<file path="config.mk">
export PLATFORM = sky130hd
export DESIGN_NAME = apb_master_arb_flat
export DESIGN_NICKNAME = d
export VERILOG_FILES = /design/src/rtl/apb_master_arb_pkg.sv /design/src/rtl/apb_master_arb_if.sv /design/src/rtl/apb_master_arb_rr_arbiter.sv /design/src/rtl/apb_master_arb.sv /design/src/flat_wrapper.sv
export SDC_FILE = /design/constraint.sdc
export NUM_CORES = 1
export LEC_CHECK = 0
export ABC_CLOCK_PERIOD_IN_PS = 4360
export CORE_MARGIN = 5
export CORE_UTILIZATION = 40
export DETAILED_ROUTE_END_ITERATION = 10
export PLACE_DENSITY = 0.83
export SLEW_MARGIN = 5
export SYNTH_ARGS = -nofsm -noshare
export SYNTH_HDL_FRONTEND = slang
export SYNTH_SLANG_ARGS = --single-unit
</file>
<file path="constraint.sdc">
create_clock -name clk -period 4.36 [get_ports clk]
set_input_delay 0.872 -clock clk [delete_from_list [all_inputs] [get_ports clk]]
set_output_delay 0.872 -clock clk [all_outputs]
set_load 0.02 [all_outputs]
</file>
<file path="src/rtl/apb_master_arb_pkg.sv">
// Shared types and default sizing for the two-requester APB master.
//   state_t : APB master sequencer states (IDLE, SETUP, ACCESS)
//   req_t   : one register-access request at default widths
package apb_arb_pkg;

  localparam int unsigned NREQ_DEF   = 2;
  localparam int unsigned ADDR_W_DEF = 5;
  localparam int unsigned DATA_W_DEF = 32;

  typedef enum logic [1:0] {
    IDLE,
    SETUP,
    ACCESS
  } state_t;

  typedef struct packed {
    logic                  write;
    logic [ADDR_W_DEF-1:0] addr;
    logic [DATA_W_DEF-1:0] wdata;
  } req_t;

endpackage

</file>
<file path="src/rtl/apb_master_arb_if.sv">
// APB bus between the SPI control master and the SPI register slave.
//   master modport : drives PADDR/PWDATA/PWRITE/PSEL/PENABLE, samples PRDATA/PREADY/PSLVERR/IRQ
//   slave modport  : the mirror image
interface apb_master_arb_if #(
  parameter int unsigned ADDR_W = 5,
  parameter int unsigned DATA_W = 32
);
  logic [ADDR_W-1:0] PADDR;
  logic [DATA_W-1:0] PWDATA;
  logic              PWRITE;
  logic              PSEL;
  logic              PENABLE;
  logic [DATA_W-1:0] PRDATA;
  logic              PREADY;
  logic              PSLVERR;
  logic              IRQ;

  modport master (
    output PADDR, PWDATA, PWRITE, PSEL, PENABLE,
    input  PRDATA, PREADY, PSLVERR, IRQ
  );

  modport slave (
    input  PADDR, PWDATA, PWRITE, PSEL, PENABLE,
    output PRDATA, PREADY, PSLVERR, IRQ
  );
endinterface

</file>
<file path="src/rtl/apb_master_arb_rr_arbiter.sv">
// Round-robin arbiter.
//   clk, rst : clock, synchronous active-high reset
//   req      : request bits
//   advance  : commit the current grant as the new last_grant
//   grant    : one-hot grant, highest priority is the requester after last_grant
module rr_arbiter #(
  parameter int unsigned NREQ = 2
) (
  input  logic            clk,
  input  logic            rst,
  input  logic [NREQ-1:0] req,
  input  logic            advance,
  output logic [NREQ-1:0] grant
);

  localparam int unsigned IW = (NREQ > 1) ? $clog2(NREQ) : 1;

  logic [IW-1:0] last_grant;
  logic [IW-1:0] grant_idx;
  logic          found;

  // Scan offsets 1..NREQ from last_grant; the first requester hit wins.
  always_comb begin
    grant     = '0;
    grant_idx = last_grant;
    found     = 1'b0;
    for (int unsigned k = 1; k <= NREQ; k++) begin
      if (!found && req[(32'(last_grant) + k) % NREQ]) begin
        found = 1'b1;
        grant[(32'(last_grant) + k) % NREQ] = 1'b1;
        grant_idx = IW'((32'(last_grant) + k) % NREQ);
      end
    end
  end

  always_ff @(posedge clk) begin
    if (rst) begin
      last_grant <= IW'(NREQ - 1);
    end else if (advance && found) begin
      last_grant <= grant_idx;
    end
  end

endmodule

</file>
<file path="src/rtl/apb_master_arb.sv">
// Two-requester APB master: round-robin arbitration, SETUP/ACCESS sequencing,
// response routing back to the owning requester.
//   clk, rst            : clock (also PCLK), synchronous active-high reset
//   req_valid/ready     : per-requester handshake, req_ready one-hot
//   req_write/addr/wdata: per-requester command
//   rsp_valid           : one-hot one-cycle completion pulse
//   rsp_rdata, rsp_err  : read data (0 for writes) and error, held until next response
//   apb                 : APB master side (PADDR..PENABLE out, PRDATA/PREADY/PSLVERR/IRQ in)
//   irq                 : IRQ registered once
// Optional: APB_TIMEOUT_EN aborts an ACCESS after TIMEOUT_CYCLES wait cycles.
module apb_master_arb
  import apb_arb_pkg::*;
#(
  parameter int unsigned NREQ           = NREQ_DEF,
  parameter int unsigned ADDR_W         = ADDR_W_DEF,
  parameter int unsigned DATA_W         = DATA_W_DEF,
  parameter int unsigned TIMEOUT_CYCLES = 16
) (
  input  logic                         clk,
  input  logic                         rst,
  input  logic [NREQ-1:0]              req_valid,
  output logic [NREQ-1:0]              req_ready,
  input  logic [NREQ-1:0]              req_write,
  input  logic [NREQ-1:0][ADDR_W-1:0]  req_addr,
  input  logic [NREQ-1:0][DATA_W-1:0]  req_wdata,
  output logic [NREQ-1:0]              rsp_valid,
  output logic [DATA_W-1:0]            rsp_rdata,
  output logic                         rsp_err,
  apb_master_arb_if.master             apb,
  output logic                         irq
);

  state_t            state, state_nx;
  logic [NREQ-1:0]   grant;
  logic [NREQ-1:0]   owner;
  logic              accept;
  logic              done;
  logic              timeout;
  logic              sel_write;
  logic [ADDR_W-1:0] sel_addr;
  logic [DATA_W-1:0] sel_wdata;

  rr_arbiter #(.NREQ(NREQ)) u_arb (
    .clk     (clk),
    .rst     (rst),
    .req     (req_valid),
    .advance (accept),
    .grant   (grant)
  );

  always_ff @(posedge clk) begin
    if (rst) state <= IDLE;
    else     state <= state_nx;
  end

  // req_ready is gated by rst so it reads 0 while reset is held.
  always_comb begin
    state_nx    = state;
    req_ready   = '0;
    accept      = 1'b0;
    apb.PSEL    = 1'b0;
    apb.PENABLE = 1'b0;
    unique case (state)
      IDLE: begin
        if (|req_valid && !rst) begin
          req_ready = grant;
          accept    = 1'b1;
          state_nx  = SETUP;
        end
      end
      SETUP: begin
        apb.PSEL = 1'b1;
        state_nx = ACCESS;
      end
      ACCESS: begin
        apb.PSEL    = 1'b1;
        apb.PENABLE = 1'b1;
        if (apb.PREADY || timeout) state_nx = IDLE;
      end
      default: state_nx = IDLE;
    endcase
  end

  assign done = (state == ACCESS) && (apb.PREADY || timeout);

  always_comb begin
    sel_write = 1'b0;
    sel_addr  = '0;
    sel_wdata = '0;
    for (int unsigned i = 0; i < NREQ; i++) begin
      if (grant[i]) begin
        sel_write = req_write[i];
        sel_addr  = req_addr[i];
        sel_wdata = req_wdata[i];
      end
    end
  end

  // APB address/data/write hold their last values while idle.
  always_ff @(posedge clk) begin
    if (rst) begin
      apb.PADDR  <= '0;
      apb.PWDATA <= '0;
      apb.PWRITE <= 1'b0;
      owner      <= '0;
    end else if (accept) begin
      apb.PADDR  <= sel_addr;
      apb.PWDATA <= sel_wdata;
      apb.PWRITE <= sel_write;
      owner      <= grant;
    end
  end

  always_ff @(posedge clk) begin
    if (rst) begin
      rsp_valid <= '0;
      rsp_rdata <= '0;
      rsp_err   <= 1'b0;
    end else begin
      rsp_valid <= '0;
      if (done) begin
        rsp_valid <= owner;
        rsp_err   <= timeout ? 1'b1 : apb.PSLVERR;
        rsp_rdata <= (apb.PWRITE || timeout) ? '0 : apb.PRDATA;
      end
    end
  end

`ifdef APB_TIMEOUT_EN
  localparam int unsigned TW = $clog2(TIMEOUT_CYCLES + 1);
  logic [TW-1:0] wait_cnt;

  always_ff @(posedge clk) begin
    if (rst || state == SETUP) begin
      wait_cnt <= '0;
    end else if (state == ACCESS && !apb.PREADY) begin
      wait_cnt <= wait_cnt + 1'b1;
    end
  end

  // Fires on the wait cycle that brings the count to TIMEOUT_CYCLES.
  assign timeout = (state == ACCESS) && !apb.PREADY &&
                   (wait_cnt == TW'(TIMEOUT_CYCLES - 1));
`else
  // No abort path: ACCESS waits for PREADY indefinitely.
  assign timeout = 1'b0 & (TIMEOUT_CYCLES != 0);
`endif

  always_ff @(posedge clk) begin
    if (rst) irq <= 1'b0;
    else     irq <= apb.IRQ;
  end

endmodule

</file>
<file path="src/flat_wrapper.sv">
// flat-port wrapper written by rule: the top's interface ports become plain ports
module apb_master_arb_flat import apb_arb_pkg::*;
#(
  parameter int unsigned NREQ           = NREQ_DEF,
  parameter int unsigned ADDR_W         = ADDR_W_DEF,
  parameter int unsigned DATA_W         = DATA_W_DEF,
  parameter int unsigned TIMEOUT_CYCLES = 16
)
  (clk, rst, req_valid, req_ready, req_write, req_addr, req_wdata, rsp_valid, rsp_rdata, rsp_err, irq, apb_PADDR, apb_PWDATA, apb_PWRITE, apb_PSEL, apb_PENABLE, apb_PRDATA, apb_PREADY, apb_PSLVERR, apb_IRQ);
  apb_master_arb_if #(.ADDR_W(ADDR_W), .DATA_W(DATA_W)) apb_i ();
  input  logic clk;
  input  logic rst;
  input  logic [NREQ-1:0] req_valid;
  output logic [NREQ-1:0] req_ready;
  input  logic [NREQ-1:0] req_write;
  input  logic [NREQ-1:0][ADDR_W-1:0] req_addr;
  input  logic [NREQ-1:0][DATA_W-1:0] req_wdata;
  output logic [NREQ-1:0] rsp_valid;
  output logic [DATA_W-1:0] rsp_rdata;
  output logic rsp_err;
  output logic irq;
  output wire logic [$bits(apb_i.PADDR)-1:0] apb_PADDR;
  output wire logic [$bits(apb_i.PWDATA)-1:0] apb_PWDATA;
  output wire logic [$bits(apb_i.PWRITE)-1:0] apb_PWRITE;
  output wire logic [$bits(apb_i.PSEL)-1:0] apb_PSEL;
  output wire logic [$bits(apb_i.PENABLE)-1:0] apb_PENABLE;
  input wire logic [$bits(apb_i.PRDATA)-1:0] apb_PRDATA;
  input wire logic [$bits(apb_i.PREADY)-1:0] apb_PREADY;
  input wire logic [$bits(apb_i.PSLVERR)-1:0] apb_PSLVERR;
  input wire logic [$bits(apb_i.IRQ)-1:0] apb_IRQ;
  assign apb_PADDR = apb_i.PADDR;
  assign apb_PWDATA = apb_i.PWDATA;
  assign apb_PWRITE = apb_i.PWRITE;
  assign apb_PSEL = apb_i.PSEL;
  assign apb_PENABLE = apb_i.PENABLE;
  assign apb_i.PRDATA = apb_PRDATA;
  assign apb_i.PREADY = apb_PREADY;
  assign apb_i.PSLVERR = apb_PSLVERR;
  assign apb_i.IRQ = apb_IRQ;
  apb_master_arb #(.NREQ(NREQ), .ADDR_W(ADDR_W), .DATA_W(DATA_W), .TIMEOUT_CYCLES(TIMEOUT_CYCLES)) u_core (.clk(clk), .rst(rst), .req_valid(req_valid), .req_ready(req_ready), .req_write(req_write), .req_addr(req_addr), .req_wdata(req_wdata), .rsp_valid(rsp_valid), .rsp_rdata(rsp_rdata), .rsp_err(rsp_err), .apb(apb_i), .irq(irq));
endmodule
</file>
After elaboration in Yosys (flattened, before gate mapping)
Cells that the tools add are included.
{"block": "totals", "wordCells": 67, "out_inout_bits": 78, "inputBits": 115, "reg_bits": 79}
{"block": "classes", "n_eq_ne": 4, "reduce_logical": 15, "mux": 30, "bitwise": 2, "n_addsub": 2, "magnitude_cmp": 4}
{"cell": "32-bit 2-to-1 mux", "count": 3}
{"cell": "1-bit 2-to-1 mux", "count": 16}
{"cell": "2-bit 2-to-1 mux", "count": 6}
{"cell": "5-bit 2-to-1 mux", "count": 2}
{"cell": "1-bit logical AND", "count": 6}
{"cell": "2-bit case mux with 3 select lines", "count": 1}
{"cell": "2-bit OR reduction", "count": 3}
{"cell": "1-bit by 2-bit < comparator with 1-bit output (second input constant)", "count": 2}
{"cell": "2-bit AND reduction", "count": 2}
{"cell": "1-bit adder (second input constant)", "count": 2}
{"cell": "1-bit demux with 1-bit select", "count": 2}
{"cell": "2-bit by 1-bit equality test with 1-bit output (second input constant)", "count": 1}
{"cell": "2-bit equality test (second input constant)", "count": 1}
{"cell": "1-bit greater-or-equal comparator (second input constant)", "count": 2}
{"cell": "1-bit zero test", "count": 2}
{"cell": "2-bit zero test", "count": 1}
{"cell": "2-bit by 1-bit inequality test with 1-bit output (second input constant)", "count": 1}
{"cell": "2-bit inequality test (second input constant)", "count": 1}
{"cell": "2-bit bitwise OR", "count": 1}
{"cell": "2-bit nonzero test", "count": 1}
{"cell": "1-bit NOT", "count": 1}

Longest topological paths before layout
Gate-level depths: netlist (run 1).
{"block": "logic_depth", "word_depth": 10, "mapped_depth": 7, "depth_no_buf": 5}

By module
From an unflattened synthesis (run 1), not the netlist that was laid out.
{"block": "hier_totals", "cells_unflattened": 299, "area_unflattened_um2": 3020.4}
{"module": "apb_master_arb", "instances": 1, "area_each_um2": 2959.1, "seq_area_each_um2": 1561.5, "cells_each": 292}
{"module": "rr_arbiter", "instances": 1, "area_each_um2": 61.3, "seq_area_each_um2": 20.0, "cells_each": 7}

Least setup slack after synthesis (run 1)
No wires, ideal clock.
{"block": "synth_timing", "path_type": "input port to output port", "startpoint": "in req_valid[0]", "endpoint": "out req_ready[0]", "setup_slack_ns": 1.894, "arrival_time_ns": 1.594, "required_ns": 3.488, "n_path_buf": 2, "cell_stages": 4, "path_cell_list": "buf_2 clkbuf_1 nand3_1 inv_1"}
{"block": "synth_via", "elab_chain_len": 8, "elab_cells_between_ends": 14, "classes_between": "mux (9); bitwise (1); reduce/logical (4)"}
{"element": "start: declaration", "line_no": "flat_wrapper.sv:13", "text": "input logic [NREQ-1:0] req_valid;"}
{"element": "1-bit 2-to-1 mux (implied by the code) (2 in series)", "line_no": "apb_master_arb_rr_arbiter.sv:28", "text": "if (!found && req[(32'(last_grant) + k) % NREQ]) begin"}
{"element": "1-bit 2-to-1 mux", "line_no": "apb_master_arb_rr_arbiter.sv:28"}
{"element": "1-bit zero test", "line_no": "apb_master_arb_rr_arbiter.sv:28"}
{"element": "1-bit logical AND", "line_no": "apb_master_arb_rr_arbiter.sv:28"}
{"element": "2-bit 2-to-1 mux", "line_no": "apb_master_arb_rr_arbiter.sv:28"}
{"element": "2-bit 2-to-1 mux *", "line_no": "apb_master_arb.sv:65", "text": "if (|req_valid && !rst) begin"}
{"element": "2-bit 2-to-1 mux *", "line_no": "apb_master_arb.sv:63", "text": "unique case (state)"}
{"element": "end: declaration", "line_no": "flat_wrapper.sv:14", "text": "output logic [NREQ-1:0] req_ready;"}
Mark *: on every way between the ends. The rest lies on a longest branch, timed or not. The select of a mux whose other input is x is not followed.

Worst setup path after layout (run 1)
{"block": "layout_timing", "startpoint": "in rst", "endpoint": "out req_ready[0]"}
{"block": "layout_via", "elab_chain_len": 4}
{"element": "start: declaration", "line_no": "flat_wrapper.sv:12", "text": "input logic rst;"}
{"element": "1-bit zero test", "line_no": "apb_master_arb.sv:65"}
{"element": "1-bit logical AND", "line_no": "apb_master_arb.sv:65"}
{"element": "2-bit 2-to-1 mux", "line_no": "apb_master_arb.sv:65"}
{"element": "2-bit 2-to-1 mux", "line_no": "apb_master_arb.sv:63"}
Every way passes these cells.

==> run summary, run 1 <==
Initial core utilization - 40.8%
Outcome - completed
Synth top area cells - dfxtp_1 50%, mux2i_1 12%, a32oi_1 11%, a22o_1 8.9%, nand2_1 5.2%
CP arrival - 2.57 ns
Min Tclk post-route - 3.44 ns
Initial antenna violation count - 0
Hold slack - 0.460 ns
Layout cells sized above 1 - 5.23%
#FFs+latches synth - 79
Critical path type - in -> out
Filler cells - 608
Synthesis Warnings - 0
Post-CTS setup buffers - 0
Final core occ - 68.8%
Multi-input gate area in the final layout - 1390 sq um
Most common cell on crit path - clkdlybuf4s50_1
Worst Setup Slack, final - 0.920 ns
Antenna Cells - 0
Post-Syn Area - 3130 sq um
Tot Pwr - 1.82 mW
Clk_lat worst skew - 0.34 ns
DR iter-0 viols - 85
Most common cell after layout, fill and taps aside - clkdlybuf4s50_1
Die height - 98.5 microns
Yosys top cell area share - 50.5%
GP Congestion - 0.774
Crit-path slowest cell - clkdlybuf4s50_1
Worst-path fanout max - 11
Worst rel slew slack - 22.8%
Clock buffer depth - 2
CTS tree - built
TNS Setup - 0 ns
Clock slew at reported path FFs - 0.08 ns
DRT antenna net count - 0
Setup violators final - 0
Die width - 98.5 microns
Tcrit/Tclk final - 78.9%
Top-level I/O count - 193
Routed wire length - 9.87 mm
Dpl ws - 0.936 ns
Syn avg cell area - 10.7 sq um
Die area - 9700 sq um
GRT overflow - 0
Sequential fraction of the synthesis area - 50.5%
FP Rows - 32
Pin slew with the least headroom to its limit - 1.15 ns
Vias in the first global route - 3026
Yosys top cell by area - dfxtp_1
Post-CTS Resized - 0
Max Cap Viol - 0
First-pass GRT wire length - 15.6 mm
Pre-antenna DRT Iters - 4
CTS Sinks - 79
H-tree depth - 3
Max rail drop VDD - 0.161 mV
Seq. cell area - 1580 sq um
Lkg Pwr - 1.94 nW
Hold Crit Class - reg -> reg
Core footprint - 7690 sq um
GRT Total Usage - 19.7%
Cts hold-fix bufs - 0
CTS Root Cell - clkbuf_8
Slew Limit Fails - 0
Vias per std cell - 5.17
Dpl hpwl - 7.42 mm
RSZ-0062 raised after global routing - false
Final hold violations - 0
Synth unique cells - 25
CP required - 3.49 ns
Fmax - 291 MHz
DRC violation count after routing - 0
Worst-path cell chain - clkdlybuf4s50_1 > nor2b_1 > nand3_1 > inv_1 > clkdlybuf4s50_1
Largest net degree at the start of global routing - 42
Cells after Synth - 293
WL per Instance - 17.0 microns
Clock Skew - 0.0106 ns
NumNets Final - 591
Area grow syn2layout - 68.8%
Port Buffer Count - 192
Startpoint Class - input pin
P per Cell Area - 344 nW/um^2
Most used cells in the layout excluding fill and tap cells - 192 x clkdlybuf4s50_1, 79 x dfxtp_1, 43 x nand2_1
Crit end category - output pin
CP peak stage delay - 0.64 ns
Via count - 2997
TritonCTS Buffers - 9
Syn Nets - 411
-- where the power goes --
group / internal, mW / total (mW) / switching, mW
combinational: 0.253 / 0.470 / 0.216
sequential: 0.778 / 0.808 / 0.0301
clock: 0.280 / 0.545 / 0.265
total: 1.31 / 1.82 / 0.512
-- layout make-up --
class | count | share of cell area, %
repair buffers | 197 | 37.3
flip-flops and latches | 79 | 29.9
multi-input cells | 181 | 26.3
clock buffers | 11 | 2.67
well taps | 102 | 2.41
clock inverters | 5 | 1.09
inverters | 5 | 0.355
-- metrics by stage --
step	cells	cell area, sq um
floorplan	293	3130
global placement	564	5090
detailed placement	564	5090
CTS	580	5290
global route	580	5290
finish	580	5290
-- worst max-delay path, delay by kind of cell --
family | cells | cell delay [ns]
buf+inv | 3 | 1.32
simple gates | 2 | 0.37
-- state kept, by name, summed over array words and instances, names as in the netlist, 2 cells and up --
| signal | count |
|---|---|
| u_core.rsp_valid | 2 |
| u_core.apb.PADDR | 5 |
| u_core.owner | 2 |
| u_core.apb.PWDATA | 32 |
| u_core.state | 2 |
| u_core.rsp_rdata | 32 |
-- kinds of logic (layout without fill, tap and decap cells) --
family,after synthesis,count (layout),share of synthesized area [%]
adder cells (fa/ha/maj),3,3,1.20
AND/OR/NAND/NOR,57,57,8.19
multiplexers,39,39,12.5
buffers and inverters,33,218,5.83
AO/OA/AOI/OAI,82,82,21.8
flip-flops,79,79,50.5
-- synthesized netlist by cell type (all sizes together) --
library cell,instances
nor2,2
dfxtp,79
a22o,32
nor2b,3
o211a,1
o21ai,4
a21boi,1
nand2b,2
nand2,43
clkinv,1
nand3,3
clkbuf,6
buf,22
ha,3
nor3,1
inv,4
and3,1
nor3b,2
a21oi,6
a32oi,38
mux2i,39
-- path summary, 6_finish.rpt --
check | start | end | slack [ns] | depth (start not counted)
max reg2reg | u_core.state[0]$_SDFFE_PP0P_ | u_core.rsp_rdata[7]$_SDFFE_PP0P_ | 2.24 | 5
min reg2reg | u_core.apb.PWDATA[6]$_SDFFE_PP0P_ | u_core.apb.PWDATA[6]$_SDFFE_PP0P_ | 0.46 | 2
min | u_core.apb.PWDATA[6]$_SDFFE_PP0P_ | u_core.apb.PWDATA[6]$_SDFFE_PP0P_ | 0.46 | 2
max | rst | req_ready[0] | 0.92 | 5
-- layer usage --
metal / up-vias / global-route usage, % / wire, microns
met4: 0 / 6.41 / 158
met5: - / 0 / 0
li1: 1453 / - / -
met3: 13 / 6.02 / 786
met1: 1409 / 23.3 / 4120
met2: 122 / 34.2 / 4810
(Power assumes the default switching activity.)
==> inputs of run 2 (changes only) <==
--- a/config.mk
+++ b/config.mk
@@ -5,11 +5,11 @@
 export SDC_FILE = /design/constraint.sdc
 export NUM_CORES = 1
 export LEC_CHECK = 0
-export ABC_CLOCK_PERIOD_IN_PS = 4360
+export ABC_CLOCK_PERIOD_IN_PS = 3050
 export CORE_MARGIN = 5
-export CORE_UTILIZATION = 40
+export CORE_UTILIZATION = 33
 export DETAILED_ROUTE_END_ITERATION = 10
-export PLACE_DENSITY = 0.83
+export PLACE_DENSITY = 0.73
 export SLEW_MARGIN = 5
 export SYNTH_ARGS = -nofsm -noshare
 export SYNTH_HDL_FRONTEND = slang
==> constraint.sdc (replaced) <==
create_clock -name clk -period 3.05 [get_ports clk]
set_input_delay 0.61 -clock clk [delete_from_list [all_inputs] [get_ports clk]]
set_output_delay 0.61 -clock clk [all_outputs]
set_load 0.02 [all_outputs]
==> run 2 against run 1 <==
Net effect: sequential share of layout area fell by 0.23 points; critical endpoint unchanged; count of clock-buffer cells in the layout fell by 2; setup slack got worse by 0.55 ns; total power rose by 41%; cell count rose by 5.5%; largest power group unchanged; register-to-register slack got worse by 1.1 ns.
==> run summary, run 2 (synthesized netlist as in run 1, its figures left out) <==
Outcome - completed
Final core occ - 57.7% (-11 points)
FP Rows - 35 (+9.4%)
Sw Ratio - 30.3% (+2.3 points)
CP required - 2.44 ns (-1.05 ns)
Initial antenna violation count - 0 (unchanged)
Pre-antenna DRT Iters - 4 (unchanged)
Most used cells in the layout excluding fill and tap cells - 191 x clkdlybuf4s50_1, 79 x dfxtp_1, 43 x nand2_1
Clock buffer depth - 2 (unchanged)
Max Cap Viol - 0 (unchanged)
Routed wire length - 9.79 mm (-0.81%)
CTS Sinks - 79 (unchanged)
Area grow syn2layout - 70.2%
Hold EP - u_core.apb.PWDATA[17]$_SDFFE_PP0P_
Post-CTS Resized - 0 (unchanged)
Worst-path fanout max - 5 (-6)
TritonCTS Buffers - 9 (unchanged)
Pin slew with the least headroom to its limit - 0.531 ns (-0.624 ns)
RSZ-0062 raised after global routing - false
Most common cell on crit path - clkdlybuf4s50_1
Port Buffer Count - 192 (unchanged)
Clock slew at reported path FFs - 0.08 ns (about the same)
DR iter-0 viols - 73 (-14%)
DRT antenna net count - 0 (unchanged)
Core footprint - 9240 sq um (+20%)
Fmax - 373 MHz
Critical path type - in -> out
CP arrival - 2.07 ns (-0.50 ns)
Clock Skew - 0.0110 ns (+0.000382 ns)
TNS Setup - 0 ns (unchanged)
Max rail drop VDD - 0.206 mV (+28%)
End of the worst register-to-register path - u_core.rsp_rdata[30]$_SDFFE_PP0P_
Most common cell after layout, fill and taps aside - clkdlybuf4s50_1
Antenna Cells - 0 (unchanged)
GP Congestion - 0.770 (-0.44%)
Int Pwr - 1.79 mW (+36%)
R2r setup slk - 1.18 ns (-1.06 ns)
Min Tclk post-route - 2.68 ns
Hold Crit Class - reg -> reg
Die width - 107 microns (+9.1%)
CP bufs+invs - 3 (unchanged)
Clk_lat worst skew - 0.34 ns (about the same)
Comb pwr share - 26.2% (+0.4 points)
Post-CTS setup buffers - 0 (unchanged)
Clock group share of total power - 28.8% (-1.1 points)
Final hold violations - 0 (unchanged)
Regs by FF count - u_core.apb.PWDATA x32, u_core.rsp_rdata x32, u_core.apb.PADDR x5
Initial core utilization - 33.9% (-6.8 points)
CTS tree - built
Lkg Pwr - 1.96 nW (+1.2%)
Startpoint Class - input pin
H-tree depth - 3 (unchanged)
Worst rel slew slack - 64.5% (+42 points)
Sequential Power Share - 45.0% (+0.7 points)
Reg2Reg Depth - 6 (+1)
NumNets Final - 596 (+0.85%)
Top-level I/O count - 193 (unchanged)
Setup violators final - 0 (unchanged)
Tcrit/Tclk final - 87.8%
Crit end category - output pin
CTS Root Cell - clkbuf_8
Die height - 107 microns (+9.1%)
Layout cells sized above 1 - 6.63% (+1.4 points)
Dpl hpwl - 7.57 mm (+1.9%)
Largest net degree at the start of global routing - 42 (unchanged)
GRT Total Usage - 16.6% (-3.1 points)
First-pass GRT wire length - 15.2 mm (-2.1%)
WL per Instance - 16.0 microns (-6.0%)
Slew Limit Fails - 0 (unchanged)
Worst-path cell chain - clkdlybuf4s50_1 > nand2b_1 > nand3_1 > inv_1 > clkdlybuf4s50_1
Reg2reg start - u_core.state[0]$_SDFFE_PP0P_
P per Cell Area - 481 nW/um^2 (+40%)
Die area - 11500 sq um (+19%)
Sw Pwr - 0.778 mW (+52%)
GRT overflow - 0 (unchanged)
Cts hold-fix bufs - 0 (unchanged)
Worst hold path depth - 2 (unchanged)
Filler cells - 820 (+35%)
Vias per std cell - 5.01 (-3.1%)
Via count - 3065 (+2.3%)
Crit-path slowest cell - clkdlybuf4s50_1
DRC violation count after routing - 0 (unchanged)
CP peak stage delay - 0.60 ns (-0.04 ns)
Kind of cell adding the most delay to the critical path - buffers and inverters
Hold wc startpoint - u_core.apb.PWDATA[17]$_SDFFE_PP0P_
Vias in the first global route - 3067 (+1.4%)
-- run 2: cell type report --
type,count,area (sq um),share of cell area (%)
Multi-Input combinational cell,181,1390,26.1
Clock buffer,9,124,2.32
Tap cell,129,161,3.03
Inverter,5,18.8,0.352
Timing Repair Buffer,202,1990,37.4
Sequential cell,79,1580,29.7
Clock inverter,7,62.6,1.17
-- run 2: metrics by stage --
step | cell area [sq um] | total power [mW] | worst slack (ns) | hold WS (ns) | instances
after detailed placement | 5140 | 1.86 | 0.364 | 0.447 | 596
after global routing | 5330 | 2.70 | 0.268 | 0.479 | 612
after global placement | 5140 | 1.84 | 0.394 | 0.441 | 596
after CTS | 5330 | 2.61 | 0.366 | 0.463 | 612
final | 5330 | 2.56 | 0.372 | 0.458 | 612
after floorplan | 3130 | 1.50 | 1.11 | 0.449 | 293
-- run 2: worst max-delay path by stage --
stage	startpoint	endpoint	slack (ns)	depth (start not counted)
finish	req_valid[1]	req_ready[0]	0.37	5
global route	u_core.state[0]$_SDFFE_PP0P_	req_ready[1]	0.27	6
CTS	req_valid[1]	req_ready[0]	0.37	5
detailed placement	req_valid[1]	req_ready[0]	0.36	5
global placement	req_valid[1]	req_ready[0]	0.39	5
floorplan	req_valid[0]	req_ready[0]	1.11	4
-- run 2: power groups by stage --
stage               sequential [mW]  combinational (mW)  clock (mW)
CTS                            1.16               0.679       0.770
finish                         1.16               0.671       0.738
floorplan                      1.26               0.232           0
detailed placement             1.18               0.677           0
global route                   1.17               0.716       0.814
global placement               1.18               0.669           0
-- run 2: worst min-delay path, stage by stage, from the launching register on --
cell     delay [ns]
dfxtp_1        0.32
nand2_1        0.05
mux2i_1        0.05
-- run 2: routing by layer --
layer | routed length [microns] | track usage, % | vias up
met2 | 4630 | 27.8 | 140
met4 | 163 | 4.87 | 0
met1 | 4070 | 19.4 | 1448
met5 | 0 | 0 | -
li1 | - | - | 1464
met3 | 926 | 7.14 | 13
